`config.mk`:
```
export PLATFORM = sky130hd
export DESIGN_NAME = mx3_rr_sel
export DESIGN_NICKNAME = d
export VERILOG_FILES = /design/src/rtl/mx3_rr_sel.sv
export SDC_FILE = /design/constraint.sdc
export NUM_CORES = 1
export LEC_CHECK = 0
export BUFFER_PORTS_ARGS = -buffer_cell sky130_fd_sc_hd__clkbuf_2
export CAP_MARGIN = 25
export CORE_ASPECT_RATIO = 0.8
export CORE_MARGIN = 2
export CORE_UTILIZATION = 35
export DETAILED_ROUTE_END_ITERATION = 8
export PLACE_DENSITY = 0.64
export SLEW_MARGIN = 20
export SYNTH_ARGS = -nofsm -noshare
export SYNTH_HDL_FRONTEND = slang
export SYNTH_SLANG_ARGS = --single-unit
```
`constraint.sdc`:
```
create_clock -name ck -period 2.1 [get_ports ck]
set_input_delay 0.42 -clock ck [delete_from_list [all_inputs] [get_ports ck]]
set_output_delay 0.42 -clock ck [all_outputs]
set_load 0.05 [all_outputs]
```
`src/rtl/mx3_rr_sel.sv`:
```
// Round-robin select sequencer for a 3:1 mx3 mux cell: arbitrates three requesters,
// drives registered cmd0/cmd1 selects and a valid/ready handshake toward the consumer.
module mx3_rr_sel #(
   parameter int unsigned LOCK_MAX = 4   // beats per ownership before forced rotation, 1..15
) (
   input  logic       ck,
   input  logic       rst,
   input  logic [2:0] req,
   input  logic       out_ready,
   output logic [2:0] gnt,
   output logic       cmd0,
   output logic       cmd1,
   output logic       out_valid,
   output logic       busy
);

   localparam int unsigned NSRC = 3;
   localparam int unsigned PW   = 2;
   localparam int unsigned CW   = 4;

   typedef enum logic {
      S_IDLE  = 1'b0,
      S_GRANT = 1'b1
   } state_t;

   state_t          state;
   state_t          state_nxt;
   logic [NSRC-1:0] gnt_nxt;
   logic            cmd0_nxt;
   logic            cmd1_nxt;
   logic            busy_nxt;
   logic [PW-1:0]   ptr;
   logic [PW-1:0]   ptr_nxt;
   logic [CW-1:0]   cnt;
   logic [CW-1:0]   cnt_nxt;

   logic            xfer;
   logic            rel_drop;
   logic            rel_cap;
   logic            release_c;
   logic [NSRC-1:0] pick_all;
   logic [NSRC-1:0] pick_other;

   // First set request bit searching from p upward, modulo 3; result is one-hot or zero.
   function automatic logic [NSRC-1:0] rr_pick(input logic [NSRC-1:0] r, input logic [PW-1:0] p);
      logic [NSRC-1:0] w;
      w = 3'b000;
      case (p)
         2'd1:    w = r[1] ? 3'b010 : r[2] ? 3'b100 : r[0] ? 3'b001 : 3'b000;
         2'd2:    w = r[2] ? 3'b100 : r[0] ? 3'b001 : r[1] ? 3'b010 : 3'b000;
         default: w = r[0] ? 3'b001 : r[1] ? 3'b010 : r[2] ? 3'b100 : 3'b000;
      endcase
      return w;
   endfunction

   // Pointer follows the winner: next search starts one past it.
   function automatic logic [PW-1:0] ptr_after(input logic [NSRC-1:0] w);
      logic [PW-1:0] p;
      p = 2'd0;
      if (w[0])      p = 2'd1;
      else if (w[1]) p = 2'd2;
      return p;
   endfunction

   // State register: all registered outputs and bookkeeping.
   always_ff @(posedge ck) begin
      if (rst) begin
         state <= S_IDLE;
         gnt   <= '0;
         cmd0  <= 1'b0;
         cmd1  <= 1'b0;
         busy  <= 1'b0;
         ptr   <= '0;
         cnt   <= '0;
      end else begin
         state <= state_nxt;
         gnt   <= gnt_nxt;
         cmd0  <= cmd0_nxt;
         cmd1  <= cmd1_nxt;
         busy  <= busy_nxt;
         ptr   <= ptr_nxt;
         cnt   <= cnt_nxt;
      end
   end

   // Handshake and release conditions derived from the current grant.
   always_comb begin
      out_valid  = |(gnt & req);
      xfer       = out_valid & out_ready;
      rel_drop   = ~out_valid;
      rel_cap    = xfer && (cnt == CW'(LOCK_MAX - 1));
      release_c  = rel_drop | rel_cap;
      pick_all   = rr_pick(req, ptr);
      pick_other = rr_pick(req & ~gnt, ptr);
   end

   // Next-state: choose a winner (if any) and load grant, selects, pointer and count.
   always_comb begin
      logic            do_grant;
      logic [NSRC-1:0] win;
      state_nxt = state;
      gnt_nxt   = gnt;
      cmd0_nxt  = cmd0;
      cmd1_nxt  = cmd1;
      busy_nxt  = busy;
      ptr_nxt   = ptr;
      cnt_nxt   = cnt;
      do_grant  = 1'b0;
      win       = '0;

      case (state)
         S_IDLE: begin
            if (|req) begin
               do_grant = 1'b1;
               win      = pick_all;
            end
         end
         S_GRANT: begin
            if (release_c) begin
               if (|pick_other) begin
                  do_grant = 1'b1;
                  win      = pick_other;
               end else if (rel_cap && |(gnt & req)) begin
                  do_grant = 1'b1;
                  win      = gnt;
               end else begin
                  // Idle: selects stay on the last owner so the mux output does not move.
                  gnt_nxt   = '0;
                  busy_nxt  = 1'b0;
                  state_nxt = S_IDLE;
               end
            end else if (xfer) begin
               cnt_nxt = cnt + CW'(1);
            end
         end
         default: begin
            gnt_nxt   = '0;
            busy_nxt  = 1'b0;
            state_nxt = S_IDLE;
         end
      endcase

      if (do_grant) begin
         gnt_nxt   = win;
         cmd0_nxt  = win[1] | win[2];
         cmd1_nxt  = win[1];
         ptr_nxt   = ptr_after(win);
         cnt_nxt   = '0;
         busy_nxt  = 1'b1;
         state_nxt = S_GRANT;
      end
   end

   a_gnt_onehot0: assert property (@(posedge ck) disable iff (rst) $onehot0(gnt));

endmodule

```
==> results.toml <==
[floorplan]
start_util_pct = 37.5
num_rows = 15
ios = 13
design.core.area_um2 = 2180
die-area_um2 = 2740
fp.dieW_um = 58.0
dieHeight_um = 47.2

[pwr]
combPwrFrac_pct = 45.9
p_clk_share_pct = 17.8
p_leak_nw = 0.400
peakVddDrop_mv = 0.533
p_sw_w = 0.000364
p_seq_share_pct = 36.3
fin_total_pwr_w = 0.000857
p_int_w = 0.000493
swShare_pct = 42.5
powerDensity_nw_per_um2 = 877

[drt]
wire_per_inst_um = 12.9
drt_iter0_drc = 26
drtAntennaViolNets = 0
firstDrtPassIters = 4
drc = 0
viasPerCell = 5.71
wirelength_um = 1780
vias = 788

[worst_setup_path]
crit_fanout = 9
worst_ep_arrival_time_ps = 2170
r2r_cells = 7
cp-endpoint = "gnt[0]$_SDFFE_PP0P_"
crit_buf_inv = 1
worstSetupPathType = "reg -> reg"
slowest_delay_ps = 420
r2r-end = "gnt[0]$_SDFFE_PP0P_"
startpoint = "ptr[0]$_SDFFE_PP0P_"
cp-start-kind = "flip-flop"
cp_num_cells = 7
endpoint_kind = "flip-flop"
critPathTopFamily = "compound AO/OA/AOI/OAI gates"
crit_chain = "inv_1, ha_2, nor2_1, a21boi_0, nor3_1, a221o_1, o21a_1"
cp_data_required_time_ps = 2270
r2r_setup_slack_ps = 110
slowest_stage = "a221o_1"
r2r_start = "ptr[0]$_SDFFE_PP0P_"

[yosys]
ys_top_cells_by_area = "dfxtp_1, ha_1, a21oi_1"
ys_seq_elements = 13
seq_area_frac_synth_pct = 31.9
synth_edf_count = 0
synth_top_area_share_pct = 31.9
synth_compound_area_share_pct = 30.1
synth-simple-area-share_pct = 24.8
ys_types = 43
synth_most_common_cell = "dfxtp_1"
syn_area_um2 = 816
syn-num-nets = 102
avgSynthCellArea_um2 = 8.77
synthFlopType = "dfxtp_1"
synth.area.mux_share_pct = 1.23
yosys.area.top_type = "dfxtp_1"
synth_warnings = 0
synth_fa_ha_area_share_pct = 4.60
synth_top_family_by_area = "compound AO/OA/AOI/OAI gates"
synth-xor-area-share_pct = 3.22
async_flop_share_pct = 0
synthCells = 93
synth_common_cells = "dfxtp_1, a21oi_1, inv_1, nand2_1, nor2_1"

[global_route]
grt-ovfl-total = 0
grt.total_usage_pct = 13.8
grt_max_degree = 11
antenna_found_initial = 0
grt_pass1_vias = 660
grt_pass1_wl_um = 2880

[timing]
slew_viol_final = 0
totalNegativeSetupSlack_ps = 0
grt_setup_unrepaired = "no"
setup_violations = 0
finalCritPeriodShare_pct = 95.0
slew_headroom_pct = 75.0
fin_ws_ps = 106
skew_ps = 3.41
hold_viol = 0
worst_pin_slew_ps = 374
fmax_mhz = 502
fin_crit_ps = 1990

[layout]
seq_area_um2 = 267
multiInputGateArea_um2 = 524
antennaDiodeCount = 0
fin_util_pct = 44.9
drive_gt1_share_pct = 36.3
fill_cells = 204
area_delta_synth_final_pct = 19.8
nNetsFinal = 123

[clock_tree]
cts_tree = "yes"
cts_made_buffers = 3
path_clk_slew_ps = 80
insertion_delay_ps = 270
clockBufferDepth = 2
cts.sinks = 13
cts_root_buf = "clkbuf_4"
cts_htree_levels = 1

[placed_design]
globalplace.congestion = 0.918
pre_cts_slack_ps = 74.3
io_buffers = 12
hpwlAfterDp_um = 1380

[hold_path]
hp-class = "in -> reg"

[outcome]
status = "complete, no violations"

[run]
cap_violations = 0
## registers in the layout, indices dropped and copies added, names as in the netlist
signal	flops
ptr	2
busy	1
gnt	3
cmd1	1
cmd0	1
cnt	4
state	1
## cell families (layout without fill, tap and decap cells)
group / after synthesis / after routing
xor gates and xnor gates: 3 / 3
DFF: 13 / 13
muxes: 1 / 1
and+or+nand+nor: 34 / 34
AOI/OAI and AO/OA: 31 / 31
adders and majority gates: 3 / 3
buffers and inverters: 8 / 28
## cell type report
type	count	share of cell area, %
multi-input combinational	72	53.6
tap	25	3.20
clock inverter	1	0.512
inverter	6	2.30
sequential	13	27.3
clock buffer	3	2.30
timing repair buffer	18	10.8
## how the worst min path moves through the flow
stage	to	slack, ps	start	cells past startpoint
4_1_cts	gnt[1]$_SDFFE_PP0P_	430	rst	2
3_5_place_dp	cmd1$_SDFFE_PP0P_	470	cmd1$_SDFFE_PP0P_	2
2_1_floorplan	cnt[3]$_SDFFE_PP0P_	480	cnt[3]$_SDFFE_PP0P_	2
3_3_place_gp	cmd1$_SDFFE_PP0P_	460	cmd1$_SDFFE_PP0P_	2
5_1_grt	gnt[1]$_SDFFE_PP0P_	440	rst	2
6_report	gnt[1]$_SDFFE_PP0P_	430	rst	2
## power by group through the flow
stage	Sequential, W	Clock, W	Combinational [W]
6_report	0.000311	0.000152	0.000394
2_1_floorplan	0.000379	0	0.000227
3_5_place_dp	0.000316	0	0.000387
5_1_grt	0.000314	0.000164	0.000422
3_3_place_gp	0.000316	0	0.000387
4_1_cts	0.000310	0.000156	0.000389
## per-stage QoR
| stage | std cells | cell area [um2] | hold WS, ps |
|---|---|---|---|
| after floorplan | 93 | 822 | 480 |
| after global placement | 134 | 947 | 460 |
| after detailed placement | 134 | 947 | 465 |
| after CTS | 138 | 975 | 427 |
| after global routing | 138 | 977 | 443 |
| final | 138 | 977 | 431 |
## placed cells by master, fill, tap and decap left out, types with 2 or more instances in the layout
cell type  Yosys  layout
a211oi_2       2       2
a21oi_1        6       6
a31oi_1        3       3
buf_4          1       6
clkbuf_2       0      12
clkbuf_4       0       3
dfxtp_1       13      10
dfxtp_2        0       2
ha_1           3       2
inv_1          6       6
nand2_1        6       6
nand2b_1       4       4
nand3_1        2       2
nor2_1         6       6
nor3_1         3       3
o21a_1         2       2
o21ai_0        3       3
o21ai_1        2       2
or2_2          2       2
or2b_2         2       2
xor2_1         2       2
## layer usage
metal  track usage (%)  vias to the layer above  routed length, um  part of all wire, %
li1                  -                      386                  -                    -
met1              18.5                      362                841                   47
met2              23.0                       38                813                   46
met3              3.58                        2                116                  6.5
met4              2.79                        0                  6                 0.34
met5                 0                        -                  0                    0
## repair_timing
item | 4_1_cts | 5_1_grt
gates resized for setup | 0 | 1
setup buffers | 0 | 0
hold buffers | 0 | 0
setup endpoints to repair | 0 | 6
(Power assumes the default switching activity.)
